<file path="config.mk">
export PLATFORM = sky130hd
export DESIGN_NAME = imm_sched
export DESIGN_NICKNAME = d
export VERILOG_FILES = /design/src/rtl/imm_sched.sv
export SDC_FILE = /design/constraint.sdc
export NUM_CORES = 1
export LEC_CHECK = 0
export BUFFER_PORTS_ARGS = -buffer_cell sky130_fd_sc_hd__clkbuf_2
export CORE_MARGIN = 8
export CORE_UTILIZATION = 48
export CTS_CLUSTER_DIAMETER = 120
export DETAILED_ROUTE_END_ITERATION = 10
export GPL_ROUTABILITY_DRIVEN = 0
export HOLD_SLACK_MARGIN = 0.05
export PLACE_DENSITY = 0.85
export SLEW_MARGIN = 20
export SYNTH_ARGS = -nofsm -noshare
export SYNTH_HDL_FRONTEND = slang
export SYNTH_SLANG_ARGS = --single-unit
</file>
<file path="constraint.sdc">
create_clock -name clk -period 4 [get_ports clk]
set_clock_uncertainty 0.05 [all_clocks]
set_input_delay 0.2 -clock clk [delete_from_list [all_inputs] [get_ports clk]]
set_output_delay 0.2 -clock clk [all_outputs]
set_load 0.005 [all_outputs]
</file>
<file path="src/rtl/imm_sched.sv">
// Two-slot immediate scheduler: arbitrates decode slots onto one shared
// immediate generator with a one-entry registered output stage. IMMSCHED_RR_EN selects round-robin arbitration.

`ifndef INST_LEN
`define INST_LEN 32
`endif
`ifndef REG_LEN
`define REG_LEN 32
`endif

module imm_gen (
  input  logic [`INST_LEN-1:0] inst,
  output logic [`REG_LEN-1:0]  imm,
  output logic [2:0]           fmt
);
  typedef enum logic [2:0] {
    FMT_NONE = 3'd0,
    FMT_I    = 3'd1,
    FMT_S    = 3'd2,
    FMT_B    = 3'd3,
    FMT_U    = 3'd4,
    FMT_J    = 3'd5
  } fmt_e;

  fmt_e        f;
  logic [31:0] imm32;

  always_comb begin
    f = FMT_NONE;
    case (inst[6:0])
      7'b0110111, 7'b0010111:            f = FMT_U;
      7'b1101111:                        f = FMT_J;
      7'b1100111, 7'b0000011, 7'b0010011: f = FMT_I;
      7'b0100011:                        f = FMT_S;
      7'b1100011:                        f = FMT_B;
      default:                           f = FMT_NONE;
    endcase
  end

  always_comb begin
    imm32 = '0;
    case (f)
      FMT_I: imm32 = {{20{inst[31]}}, inst[31:20]};
      FMT_S: imm32 = {{20{inst[31]}}, inst[31:25], inst[11:7]};
      FMT_B: imm32 = {{19{inst[31]}}, inst[31], inst[7], inst[30:25], inst[11:8], 1'b0};
      FMT_U: imm32 = {inst[31:12], 12'b0};
      FMT_J: imm32 = {{11{inst[31]}}, inst[31], inst[19:12], inst[20], inst[30:21], 1'b0};
      default: imm32 = '0;
    endcase
  end

  // Wider register files get the 32-bit value sign-extended.
  assign imm = `REG_LEN'($signed(imm32));
  assign fmt = f;
endmodule

module imm_sched #(
  parameter int TAG_W = 6
) (
  input  logic                 clk,
  input  logic                 reset_x,
  input  logic                 in0_valid,
  input  logic [`INST_LEN-1:0] in0_inst,
  input  logic [TAG_W-1:0]     in0_tag,
  output logic                 in0_ready,
  input  logic                 in1_valid,
  input  logic [`INST_LEN-1:0] in1_inst,
  input  logic [TAG_W-1:0]     in1_tag,
  output logic                 in1_ready,
  input  logic                 flush,
  output logic                 out_valid,
  output logic [`REG_LEN-1:0]  out_imm,
  output logic [2:0]           out_fmt,
  output logic [TAG_W-1:0]     out_tag,
  output logic                 out_src,
  input  logic                 out_ready
);
  localparam int NUM_SLOTS = 2;

  typedef struct packed {
    logic [`REG_LEN-1:0] imm;
    logic [2:0]          fmt;
    logic [TAG_W-1:0]    tag;
    logic                src;
  } rsp_t;

  logic [NUM_SLOTS-1:0]                req_vld;
  logic [NUM_SLOTS-1:0][`INST_LEN-1:0] req_inst;
  logic [NUM_SLOTS-1:0][TAG_W-1:0]     req_tag;
  logic [NUM_SLOTS-1:0]                rdy;

  logic gnt, free, take, acc, vld_q;
  rsp_t rsp_d, rsp_q;

  assign req_vld  = {in1_valid, in0_valid};
  assign req_inst = {in1_inst, in0_inst};
  assign req_tag  = {in1_tag, in0_tag};

`ifdef IMMSCHED_RR_EN
  logic prio;

  always_ff @(posedge clk or negedge reset_x) begin
    if (!reset_x)              prio <= 1'b0;
    else if (acc)              prio <= ~gnt;
  end

  always_comb begin
    gnt = req_vld[1];
    if (&req_vld) gnt = prio;
  end
`else
  // Slot 1 only ever wins when slot 0 is idle.
  always_comb begin
    gnt = !req_vld[0] && req_vld[1];
  end
`endif

  assign free = !vld_q || out_ready;
  assign take = free && !flush;
  assign rdy  = take ? (gnt ? 2'b10 : 2'b01) : 2'b00;
  assign acc  = |(rdy & req_vld);

  assign in0_ready = rdy[0];
  assign in1_ready = rdy[1];

  imm_gen u_gen (
    .inst (req_inst[gnt]),
    .imm  (rsp_d.imm),
    .fmt  (rsp_d.fmt)
  );

  assign rsp_d.tag = req_tag[gnt];
  assign rsp_d.src = gnt;

  // Flush outranks accept and drain; payload holds across a plain drain.
  always_ff @(posedge clk or negedge reset_x) begin
    if (!reset_x) begin
      vld_q <= 1'b0;
      rsp_q <= '0;
    end else if (flush) begin
      vld_q <= 1'b0;
    end else if (acc) begin
      vld_q <= 1'b1;
      rsp_q <= rsp_d;
    end else if (out_ready) begin
      vld_q <= 1'b0;
    end
  end

  assign out_valid = vld_q;
  assign out_imm   = rsp_q.imm;
  assign out_fmt   = rsp_q.fmt;
  assign out_tag   = rsp_q.tag;
  assign out_src   = rsp_q.src;
endmodule

</file>
; ---- After elaboration in Yosys (flattened, before gate mapping)
; Index checks and enable logic that the tools add are counted.
; W data, S select, Z words.
[classes]
magnitude_cmp = 1
n_eq_ne = 13
n_mux = 11
bitwise = 2
reduce_logical = 11
[op_table]
columns = operator, n
row1 = $pmux W32 S5, 1
row2 = $mux W32, 2
row3 = $eq A7 B7 Y1 const B, 3
row4 = $pmux W3 S5, 1
row5 = $eq A7 B5 Y1 const B, 2
row6 = $eq A7 B6 Y1 const B, 2
row7 = $mux W6, 2
row8 = $eq A7 B2 Y1 const B, 1
row9 = $eq A3 B2 Y1 const B, 2
row10 = $eq A3 B3 Y1 const B, 2
row11 = $mux W2, 2
row12 = $reduce_or A2 Y1, 2
row13 = $eq A3 B1 Y1 const B, 1
row14 = $logic_not A1 Y1, 3
row15 = $mux W1, 3
row16 = $reduce_bool A3 Y1, 1
row17 = $reduce_or A3 Y1, 1
row18 = $and A2 B2 Y2, 1
row19 = $logic_and A1 B1 Y1, 2
row20 = $lt A1 B2 Y1 const B, 1
row21 = $reduce_and A2 Y1, 1
row22 = $logic_or A1 B1 Y1, 1
row23 = $not A1 Y1, 1
[totals]
ff_bits = 43
inputBits = 82
out_inout_bits = 45
wordCells = 43

; ---- Longest topological paths before layout
; Gate-level depths: netlist (run 1).
[depth]
ltp_word = 9
mapped_depth = 9
mapped_depth_nobuf = 6

; ---- Cells and area by module
; A second synthesis (run 1) with hierarchy kept.
[hier_totals]
hier_cells = 200
hier_area_um2 = 2565.0
[by_module_without_submodules]
columns = mod, n_inst, cells_per_inst, area_per_inst_um2, seq_area_each_um2
row1 = imm_sched, 1, 141, 2128.3, 1076.0
row2 = imm_gen, 1, 59, 436.7, 0.0

; ---- Least setup slack after synthesis (run 1)
; No wires, ideal clock.
[synth_path]
path_kind = input -> register
from = input port in1_valid
to = register rsp_q, in the netlist out_imm[21]
setup_time_ns = 0.126
arrival_time_ns = 1.607
required_ns = 3.824
slack_ns = 2.217
stages = 7
path_buffers = 2
cell_sequence = nor2b_1 -> buf_6 -> mux2_1 -> and2_4 -> and2_1 -> clkbuf_1 -> a221o_1
[synth_between]
elab_chain_cells = 8
word_cells_on_any_way = 25
cone_classes = eq/ne: 13 / mux: 6 / bitwise: 1 / reduce/logical: 5
[synth_lines]
columns = item, line
row1 = "start, declared", 66  ; input logic in1_valid,
row2 = $logic_and A1 B1 Y1, 114  ; gnt = !req_vld[0] && req_vld[1];
row3 = $mux W32 (not written as such) (2 in a row), 127  ; .inst (req_inst[gnt]),
row4 = "$eq A7 B7 Y1, or another cell as far along", 30  ; case (inst[6:0])
row5 = $reduce_or A3 Y1 or $reduce_or A2 Y1 (tied branches), 30
row6 = $pmux W3 S5, 30
row7 = "$eq A3 B3 Y1, or another cell as far along", 42  ; case (f)
row8 = $pmux W32 S5, 42
row9 = "end signal, assigned", 144  ; rsp_q <= rsp_d;
row10 = "end, declared", 93  ; rsp_t rsp_d, rsp_q;
; Parallel ways exist; a longest one is shown, timed or not. The select of a mux whose other input is x is not followed.
; A chain may end at the register's enable or synchronous reset.

; ---- Final worst setup path (run 1)
[layout_path]
from = input port in0_valid
to = register rsp_q, in the netlist out_imm[25]
[layout_between]
elab_chain_cells = 9
word_cells_on_any_way = 26
cone_classes = eq/ne: 13 / mux: 6 / bitwise: 1 / reduce/logical: 6
[layout_lines]
columns = item, line
row1 = "start, declared", 62  ; input logic in0_valid,
row2 = $logic_not A1 Y1, 114
row3 = $logic_and A1 B1 Y1, 114
row4 = $mux W32 (not written as such) (2 in a row), 127
row5 = "$eq A7 B7 Y1, or another cell as far along", 30
row6 = $reduce_or A3 Y1 or $reduce_or A2 Y1 (tied branches), 30
row7 = $pmux W3 S5, 30
row8 = "$eq A3 B3 Y1, or another cell as far along", 42
row9 = $pmux W32 S5, 42
; Parallel ways exist; a longest one is shown, timed or not. The select of a mux whose other input is x is not followed.

==> key figures, run 1 <==
CTS
  – CTS Buf Count: 5
  – Setup repair bufs after CTS: 0
  – CTS-repair resized insts: 0
  – TritonCTS Sinks: 43
  – Root Buffer: clkbuf_8
  – Buffer levels on the longest clock path: 2
  – Worst-Skew Late Latency: 0.28 ns
  – CTS tree: done
  – H-Tree Level Count: 2
  – Clk slew on worst S/H paths: 0.08 ns

Setup path
  – Critical Path Start Type: primary input
  – Critical path peak fanout: 15
  – Crit path kind: in -> reg
  – Data required time of the worst path: 4.18 ns
  – Worst setup EP type: register
  – CP Data Arrival Time: 2.82 ns

Layout
  – Area used by multi-input combinational logic: 1216 um2
  – Diode count: 0
  – Nets: 445
  – Layout area overhead: 30.22%
  – Number of fill cells: 398
  – Commonest non-fill, non-tap cells in the layout: 125 x clkbuf_2, 43 x nand2_1, 43 x dfrtp_1
  – Register area: 1076 um2
  – Cell area after layout: 3127 um2
  – Commonest non-fill, non-tap cell in the layout: clkbuf_2
  – Ratio of cells with drive above 1 in the final layout: 0.4050

Logic synthesis
  – Seq/Total Area, Yosys: 0.4482
  – Post-Synthesis Cell Area: 2401 um2
  – YS warnings: 0
  – Cells after synthesis: 245
  – Synthesized Nets: 327
  – Post-synth cell types: 41
  – Synth Area per Inst: 9.800 um2
  – Yosys reg bits: 43

Global route
  – Vias in the first global route: 2405
  – Antenna violations before repair: 0
  – Total grt overflow: 0
  – First-pass GRT wire length: 11780 um
  – Total Routing Usage GR: 0.1950
  – Largest net degree at the start of global routing: 63

STA
  – Endpoints failing hold: 10
  – Relative slew slack: 0.3056
  – Final worst path period need: 2.642 ns
  – Setup TNS: 0 ns
  – RSZ-0062 raised after global routing: no
  – Final setup vio count: 0
  – Fmax: 0.3785 GHz
  – Period utilization: 0.6605
  – Final WS setup: 1.358 ns
  – Max Slew Vio Count: 0
  – Worst hold slack: -0.007086 ns
  – Slew of the pin with the lowest slew margin: 1.042 ns

Routing
  – Vias/cell: 5.342
  – WL/cell: 17.19 um
  – Pre-antenna DRT Iters: 4
  – Vias: 2297
  – 1st-iter DRT viols: 153
  – Drc violations: 0
  – Antenna-violating nets left: 0
  – Final WL: 7393 um

Flow run
  – Max-cap violations: 0

Run status
  – Failing checks: negative hold slack
  – Outcome: complete, but fails checks

Floorplanning
  – I/O pin cnt: 127
  – CORE AREA: 4786 um2
  – Die W: 86.73 um
  – Row count: 25
  – Die area: 7521 um2
  – Initial Utilization: 0.5017
  – Die Ht: 86.73 um

Power and ir drop
  – PwrDens: 300.1 nW/um2
  – Worst VDD drop: 0.1881 mV
  – Lkg Pwr: 0.001645 uW
  – Tot Pwr: 938.5 uW

Placed design
  – Placed cell areas: 3029 um2
  – # port buffers: 126
  – Worst slack, placed: 1.050 ns
  – DPL Wire Length: 5884 um

Hold path
  – Hold Crit Class: in -> async
## repair_timing
| action | 4_1_cts | 5_1_grt |
|---|---|---|
| setup endpoints to repair | 0 | 0 |
| hold buffers | 1 | 0 |
| endpoints found under the hold margin | 1 | 0 |
## area by class of cell
| class | count | share of cell area |
|---|---|---|
| clock buffers | 6 | 0.02641 |
| clock inverters | 1 | 0.001601 |
| multi-input cells | 183 | 0.3890 |
| flip-flops and latches | 43 | 0.3441 |
| well taps | 67 | 0.02681 |
| repair buffers | 130 | 0.2121 |
## synthesized netlist by cell type (all sizes together)
library cell	n	area, um2
or2	1	6.260
nand4b	1	8.760
nand4bb	1	11.26
a2bb2oi	1	8.760
nand2b	3	18.77
or3b	1	8.760
o211ai	1	7.510
nor2b	2	12.51
a31o	1	8.760
o21a	2	22.52
a221o	19	190.2
nand3	4	20.02
a21bo	1	10.01
a21oi	14	73.82
a21o	2	15.01
mux2i	27	282.8
clkbuf	9	33.78
o21ai	21	108.9
nand2	43	161.4
a32oi	1	8.760
buf	10	82.57
dfrtp	43	1076
nor2	18	67.56
nand3b	4	30.03
mux2	2	22.52
and2	2	15.02
o22a	4	35.03
a21boi	3	26.28
or3	3	18.77
o2111ai	1	8.760
## logic make-up (layout without fill, tap and decap cells)
kind of cell | Yosys count | in the layout | synth area share
AOI/OAI and AO/OA | 71 | 71 | 0.2183
muxes | 29 | 29 | 0.1271
buffers and inverters | 19 | 137 | 0.04846
DFF | 43 | 43 | 0.4481
and+or+nand+nor | 83 | 83 | 0.1579
## final timing paths
path | start | end | slack, ns | depth (start not counted)
worst max-delay path | in0_valid | out_imm[25]$_DFFE_PN0P_ | 1.36 | 6
min in group clk | in1_tag[4] | out_tag[4]$_DFFE_PN0P_ | 0.14 | 3
max in group asynchronous | reset_x | out_imm[31]$_DFFE_PN0P_ | 3.33 | 1
worst max register to register | out_valid$_DFFE_PN0P_ | out_imm[28]$_DFFE_PN0P_ | 1.92 | 5
worst min register to register | out_tag[5]$_DFFE_PN0P_ | out_tag[5]$_DFFE_PN0P_ | 0.43 | 2
worst min-delay path | reset_x | out_imm[26]$_DFFE_PN0P_ | -0.007 | 1
## worst max-delay path, cell delays in order
cell      delay [ns]
clkbuf_2        0.13
nand2b_1        0.66
mux2i_4         0.42
nand4b_1        0.43
a21oi_1         0.76
a221o_1         0.22
## where the power goes
part | switching [uW] | leakage (uW) | internal, uW
Clock | 143 | 0.0000470 | 136
Combinational | 100 | 0.00101 | 88.6
Sequential | 13.4 | 0.000585 | 458
## flip-flops by register name (all words and copies together) (netlist names)
name,cells
out_tag,6
out_imm,32
out_src,1
out_valid,1
out_fmt,3
## per-stage QoR
step	hold slack (ns)	cells	utilization
2_1_floorplan	-0.1456	245	-
3_3_place_gp	0.3126	422	0.6329
3_5_place_dp	0.3183	422	0.6329
4_1_cts	0.06804	430	0.6533
5_1_grt	0.06940	430	0.6533
6_report	-0.007086	430	0.6533
## layer usage
layer | wire length (um) | vias to the layer above | track usage
met5 | 0 | - | 0
met3 | 579 | 7 | 0.06427
met4 | 91 | 0 | 0.05008
met2 | 3737 | 81 | 0.3250
met1 | 2984 | 1080 | 0.2348
li1 | - | 1129 | -
No activity file was read; power rests on OpenSTA's default activity.
==> run 2: changes to the inputs <==
--- a/config.mk
+++ b/config.mk
@@ -7,12 +7,12 @@
 export LEC_CHECK = 0
 export BUFFER_PORTS_ARGS = -buffer_cell sky130_fd_sc_hd__clkbuf_2
 export CORE_MARGIN = 8
-export CORE_UTILIZATION = 48
+export CORE_UTILIZATION = 45
 export CTS_CLUSTER_DIAMETER = 120
 export DETAILED_ROUTE_END_ITERATION = 10
 export GPL_ROUTABILITY_DRIVEN = 0
 export HOLD_SLACK_MARGIN = 0.05
-export PLACE_DENSITY = 0.85
+export PLACE_DENSITY = 0.8
 export SLEW_MARGIN = 20
 export SYNTH_ARGS = -nofsm -noshare
 export SYNTH_HDL_FRONTEND = slang
==> constraint.sdc (replaced) <==
create_clock -name clk -period 2.64 [get_ports clk]
set_clock_uncertainty 0.05 [all_clocks]
set_input_delay 0.132 -clock clk [delete_from_list [all_inputs] [get_ports clk]]
set_output_delay 0.132 -clock clk [all_outputs]
set_load 0.005 [all_outputs]
==> run 2 against run 1 <==
Effect of this change:
- global-route usage decreased by 1.2 points
- die area increased by 5.4%
- clock power increased by 46%
- count of clock-buffer cells in the layout unchanged
- critical path type unchanged
- the run now ends clean
- sequential cell count unchanged
==> key figures, run 2 (synthesis results as in run 1) <==
STA
  – RSZ-0062 raised after global routing: no
  – Endpoints failing hold: 0 (-10)
  – Max Slew Vio Count: 0 (unchanged)
  – Period utilization: 0.7880
  – Slew of the pin with the lowest slew margin: 0.9325 ns (-0.1091 ns)
  – Setup TNS: 0 ns (unchanged)
  – Worst hold slack: 0.06315 ns (+0.07024 ns)
  – Final setup vio count: 0 (unchanged)
  – Fmax: 0.4807 GHz
  – Relative slew slack: 0.3783 (+0.07275)
  – Final worst path period need: 2.080 ns

Power and ir drop
  – Tot Pwr: 1410 uW (+50%)
  – PwrDens: 445.7 nW/um2 (+48%)
  – Lkg Pwr: 0.001658 uW (+0.78%)
  – Worst VDD drop: 0.2810 mV (+49%)

Layout
  – Ratio of cells with drive above 1 in the final layout: 0.4076 (+0.002650)
  – Max FFs per register: 32 (unchanged)
  – Register area: 1076 um2 (unchanged)
  – Commonest non-fill, non-tap cells in the layout: 125 x clkbuf_2, 43 x nand2_1, 43 x dfrtp_1
  – Layout area overhead: 31.74%
  – Nets: 449 (+0.90%)
  – Commonest non-fill, non-tap cell in the layout: clkbuf_2
  – Area used by multi-input combinational logic: 1219 um2 (+0.21%)
  – Diode count: 0 (unchanged)
  – Number of fill cells: 484 (+22%)

Setup path
  – Crit path kind: in -> reg
  – CP Data Arrival Time: 2.26 ns (-0.56 ns)
  – Critical path peak fanout: 11 (-4)
  – Critical Path Start Type: primary input
  – Worst setup EP type: register
  – Data required time of the worst path: 2.82 ns (-1.36 ns)

Hold path
  – Hold Crit Class: in -> reg

Floorplanning
  – Die W: 89.05 um (+2.7%)
  – CORE AREA: 5140 um2 (+7.4%)
  – I/O pin cnt: 127 (unchanged)
  – Initial Utilization: 0.4671 (-0.03456)
  – Row count: 26 (+4.0%)
  – Die area: 7929 um2 (+5.4%)
  – Die Ht: 89.05 um (+2.7%)

Global route
  – First-pass GRT wire length: 11320 um (-3.9%)
  – Total grt overflow: 0 (unchanged)
  – Total Routing Usage GR: 0.1831 (-0.01192)
  – Largest net degree at the start of global routing: 66 (+4.8%)
  – Antenna violations before repair: 0 (unchanged)
  – Vias in the first global route: 2402 (-0.12%)

CTS
  – H-Tree Level Count: 2 (unchanged)
  – CTS Buf Count: 5 (unchanged)
  – Clk slew on worst S/H paths: 0.08 ns (about the same)
  – Setup repair bufs after CTS: 0 (unchanged)
  – Buffer levels on the longest clock path: 2 (unchanged)
  – Root Buffer: clkbuf_8
  – Hold buffer count at cts: 2 (+1)
  – TritonCTS Sinks: 43 (unchanged)
  – Worst-Skew Late Latency: 0.29 ns (about the same)
  – CTS-repair resized insts: 0 (unchanged)
  – CTS tree: done

Routing
  – 1st-iter DRT viols: 72 (-53%)
  – WL/cell: 16.40 um (-4.6%)
  – Drc violations: 0 (unchanged)
  – Antenna-violating nets left: 0 (unchanged)
  – Vias: 2320 (+1.0%)
  – Pre-antenna DRT Iters: 4 (unchanged)
  – Final WL: 7183 um (-2.8%)
  – Vias/cell: 5.297 (-0.84%)

Run status
  – Outcome: finished clean

Placed design
  – # port buffers: 126 (unchanged)
  – DPL Wire Length: 5811 um (-1.2%)

Flow run
  – Max-cap violations: 0 (unchanged)
## run 2: metal layers
| metal | track usage | wire length [um] | vias up |
|---|---|---|---|
| met5 | 0 | 0 | - |
| met4 | 0.06798 | 140 | 0 |
| met3 | 0.05055 | 551 | 15 |
| met2 | 0.3073 | 3615 | 81 |
| met1 | 0.2179 | 2875 | 1092 |
| li1 | - | - | 1132 |
## run 2: final timing paths
check | end | slack [ns] | cells past startpoint | from
setup reg to reg | out_imm[24]$_DFFE_PN0P_ | 0.64 | 5 | out_valid$_DFFE_PN0P_
max in group asynchronous | out_tag[1]$_DFFE_PN0P_ | 1.50 | 2 | reset_x
setup / recovery | out_imm[24]$_DFFE_PN0P_ | 0.56 | 6 | flush
hold reg to reg | out_imm[5]$_DFFE_PN0P_ | 0.44 | 2 | out_imm[5]$_DFFE_PN0P_
hold / removal | out_valid$_DFFE_PN0P_ | 0.06 | 3 | out_ready
min in group asynchronous | out_imm[26]$_DFFE_PN0P_ | 0.47 | 2 | reset_x
## run 2: where the power goes
group / leakage, uW / internal (uW) / switching (uW)
sequential: 0.000585 / 693 / 20.0
clock: 0.0000412 / 185 / 221
combinational: 0.00103 / 138 / 152
total: 0.00166 / 1020 / 394
## run 2: layout make-up
| type | instances | area share |
|---|---|---|
| Multi-Input combinational cell | 183 | 0.3853 |
| Tap cell | 70 | 0.02769 |
| Clock inverter | 2 | 0.003956 |
| Timing Repair Buffer | 134 | 0.2199 |
| Sequential cell | 43 | 0.3402 |
| Clock buffer | 6 | 0.02294 |
## run 2: critical path, stage by stage
cell,delay [ns]
dlygate4sd3_1,0.53
clkbuf_2,0.11
nand2b_1,0.18
or3_1,0.44
a21oi_1,0.65
a221o_1,0.21
## run 2: per-stage QoR
| step | util | worst slack, ns | area [um2] | cells |
|---|---|---|---|---|
| floorplan | - | 0.9009 | 2401 | 245 |
| global placement | 0.5945 | 0.4706 | 3055 | 428 |
| detailed placement | 0.5945 | 0.3770 | 3055 | 428 |
| CTS | 0.6149 | 0.4729 | 3161 | 438 |
| global route | 0.6154 | 0.4135 | 3163 | 438 |
| finish | 0.6154 | 0.5597 | 3163 | 438 |
==> run 3: changes to the inputs <==
--- a/config.mk
+++ b/config.mk
@@ -7,12 +7,12 @@
 export LEC_CHECK = 0
 export BUFFER_PORTS_ARGS = -buffer_cell sky130_fd_sc_hd__clkbuf_2
 export CORE_MARGIN = 8
-export CORE_UTILIZATION = 45
+export CORE_UTILIZATION = 41
 export CTS_CLUSTER_DIAMETER = 120
 export DETAILED_ROUTE_END_ITERATION = 10
 export GPL_ROUTABILITY_DRIVEN = 0
 export HOLD_SLACK_MARGIN = 0.05
-export PLACE_DENSITY = 0.8
+export PLACE_DENSITY = 0.77
 export SLEW_MARGIN = 20
 export SYNTH_ARGS = -nofsm -noshare
 export SYNTH_HDL_FRONTEND = slang
==> constraint.sdc (replaced) <==
create_clock -name clk -period 1.9 [get_ports clk]
set_clock_uncertainty 0.05 [all_clocks]
set_input_delay 0.095 -clock clk [delete_from_list [all_inputs] [get_ports clk]]
set_output_delay 0.095 -clock clk [all_outputs]
set_load 0.005 [all_outputs]
==> run 3 against run 2 <==
Effect of this change:
- first-iteration DRC count is 49% higher
- global-route usage is 1.3 points lower
- non-clock buffer count is 18 higher
- total power is 54% higher
- hold slack worse by 0.0075 ns
- sequential share of layout area is 2.2 points lower
- critical path depth is 1 higher
- sequential cell count stayed put
- sequential power is 39% higher
- final area is 6.9% higher
- die area is 8.0% higher
- combinational power is 52% higher
- critical endpoint is now out_imm[0]$_DFFE_PN0P_
==> key figures, run 3 (synthesis results as in run 1) <==
Flow run
  – Max-cap violations: 0 (unchanged)

Floorplanning
  – Die W: 92.53 um (+3.9%)
  – Die area: 8561 um2 (+8.0%)
  – Initial Utilization: 0.4154 (-0.05177)
  – Die Ht: 92.53 um (+3.9%)
  – CORE AREA: 5781 um2 (+12%)
  – Row count: 28 (+7.7%)
  – I/O pin cnt: 127 (unchanged)

STA
  – Relative slew slack: 0.5212 (+0.1429)
  – Endpoints failing hold: 0 (unchanged)
  – Max Slew Vio Count: 0 (unchanged)
  – Period utilization: 0.9118
  – Setup TNS: 0 ns (unchanged)
  – Fmax: 0.5772 GHz
  – Final worst path period need: 1.732 ns
  – Slew of the pin with the lowest slew margin: 0.7182 ns (-0.2143 ns)
  – Final setup vio count: 0 (unchanged)
  – RSZ-0062 raised after global routing: no

Setup path
  – CP Data Arrival Time: 1.90 ns (-0.36 ns)
  – Worst setup EP type: register
  – Critical Path Start Type: primary input
  – Crit path kind: in -> reg
  – FF-to-FF setup slack: 0.20 ns (-0.44 ns)
  – Reg-to-Reg Start: out_valid$_DFFE_PN0P_
  – Worst setup endpoint: out_imm[0]$_DFFE_PN0P_
  – Critical path peak fanout: 18 (+7)
  – Reg2reg path depth: 6 (+1)
  – R2R Path End: out_imm[0]$_DFFE_PN0P_
  – Beginning of the critical path: flush
  – Data required time of the worst path: 2.06 ns (-0.76 ns)

Layout
  – Nets: 467 (+4.0%)
  – Max FFs per register: 32 (unchanged)
  – Commonest non-fill, non-tap cell in the layout: clkbuf_2
  – Ratio of cells with drive above 1 in the final layout: 0.4145 (+0.006899)
  – Layout Cells excl Fill: 461 (+5.3%)
  – Diode count: 0 (unchanged)
  – Commonest non-fill, non-tap cells in the layout: 126 x clkbuf_2, 43 x nand2_1, 43 x dfrtp_1
  – Layout area overhead: 40.85%
  – Number of fill cells: 530 (+9.5%)

Power and ir drop
  – Worst VDD drop: 0.3664 mV (+30%)
  – Lkg Pwr: 0.001769 uW (+6.7%)
  – PwrDens: 641.7 nW/um2 (+44%)
  – Tot Pwr: 2170 uW (+54%)

Run status
  – Outcome: finished clean

CTS
  – Setup repair bufs after CTS: 0 (unchanged)
  – CTS-repair resized insts: 0 (unchanged)
  – Buffer levels on the longest clock path: 2 (unchanged)
  – Hold buffer count at cts: 11 (+9)
  – Root Buffer: clkbuf_8
  – H-Tree Level Count: 2 (unchanged)
  – Clk slew on worst S/H paths: 0.08 ns (about the same)
  – CTS tree: done
  – TritonCTS Sinks: 43 (unchanged)
  – CTS Buf Count: 5 (unchanged)
  – Worst-Skew Late Latency: 0.29 ns (about the same)

Global route
  – Vias in the first global route: 2473 (+3.0%)
  – Total Routing Usage GR: 0.1706 (-0.01250)
  – First-pass GRT wire length: 11960 um (+5.7%)
  – Total grt overflow: 0 (unchanged)
  – Largest net degree at the start of global routing: 42 (-36%)
  – Antenna violations before repair: 0 (unchanged)

Hold path
  – Hold Crit Class: in -> reg

Placed design
  – # port buffers: 126 (unchanged)
  – DP Cell Count: 442 (+3.3%)
  – DPL Wire Length: 5926 um (+2.0%)

Routing
  – WL/cell: 16.08 um (-1.9%)
  – Vias: 2360 (+1.7%)
  – Vias/cell: 5.119 (-3.4%)
  – Final WL: 7414 um (+3.2%)
  – Pre-antenna DRT Iters: 4 (unchanged)
  – Antenna-violating nets left: 0 (unchanged)
  – Drc violations: 0 (unchanged)
  – 1st-iter DRT viols: 107 (+49%)
run 3: cell type report:
| type | count | area (um2) | area share |
|---|---|---|---|
| tap | 75 | 93.84 | 0.02775 |
| clock inverter | 2 | 35.03 | 0.01036 |
| clock buffer | 6 | 82.58 | 0.02442 |
| multi-input combinational | 183 | 1216 | 0.3596 |
| sequential | 43 | 1076 | 0.3182 |
| timing repair buffer | 152 | 878.3 | 0.2597 |
run 3: routing by layer:
layer	wire length, um	track usage	up-vias	part of all wire
met4	129	0.04698	0	0.017
li1	-	-	1174	-
met3	610	0.05097	14	0.082
met1	2868	0.2002	1082	0.39
met5	0	0	-	0
met2	3806	0.2950	90	0.51
run 3: worst max-delay path, cell delays in order:
cell,delay [ns]
dlygate4sd3_1,0.53
clkbuf_2,0.11
nand2b_1,0.18
or2_2,0.36
buf_4,0.21
a31o_2,0.25
o21ai_0,0.17
run 3: how the worst min path moves through the flow:
stage | start | endpoint | depth (start not counted)
finish | in1_tag[1] | out_tag[1]$_DFFE_PN0P_ | 3
global route | in0_inst[26] | out_imm[6]$_DFFE_PN0P_ | 3
CTS | in1_tag[1] | out_tag[1]$_DFFE_PN0P_ | 3
detailed placement | reset_x | out_imm[30]$_DFFE_PN0P_ | 1
global placement | reset_x | out_imm[26]$_DFFE_PN0P_ | 1
floorplan | reset_x | out_fmt[0]$_DFFE_PN0P_ | 0
run 3: power breakdown:
part	total, uW	leakage (uW)	internal, uW	switching [uW]
logic	441	0.00112	223	218
registers	991	0.000585	963	27.6
clock network	738	0.0000612	425	312
run 3: through the flow:
step           area, um2  setup slack (ns)  hold WS (ns)    util
5_1_grt             3382           0.06995        0.1042  0.5851
6_report            3382            0.1676       0.05566  0.5851
4_1_cts             3382            0.1418       0.05068  0.5851
2_1_floorplan       2401            0.1609       -0.2506       -
3_3_place_gp        3154           0.03944        0.1260  0.5457
3_5_place_dp        3154          0.003228        0.1341  0.5457
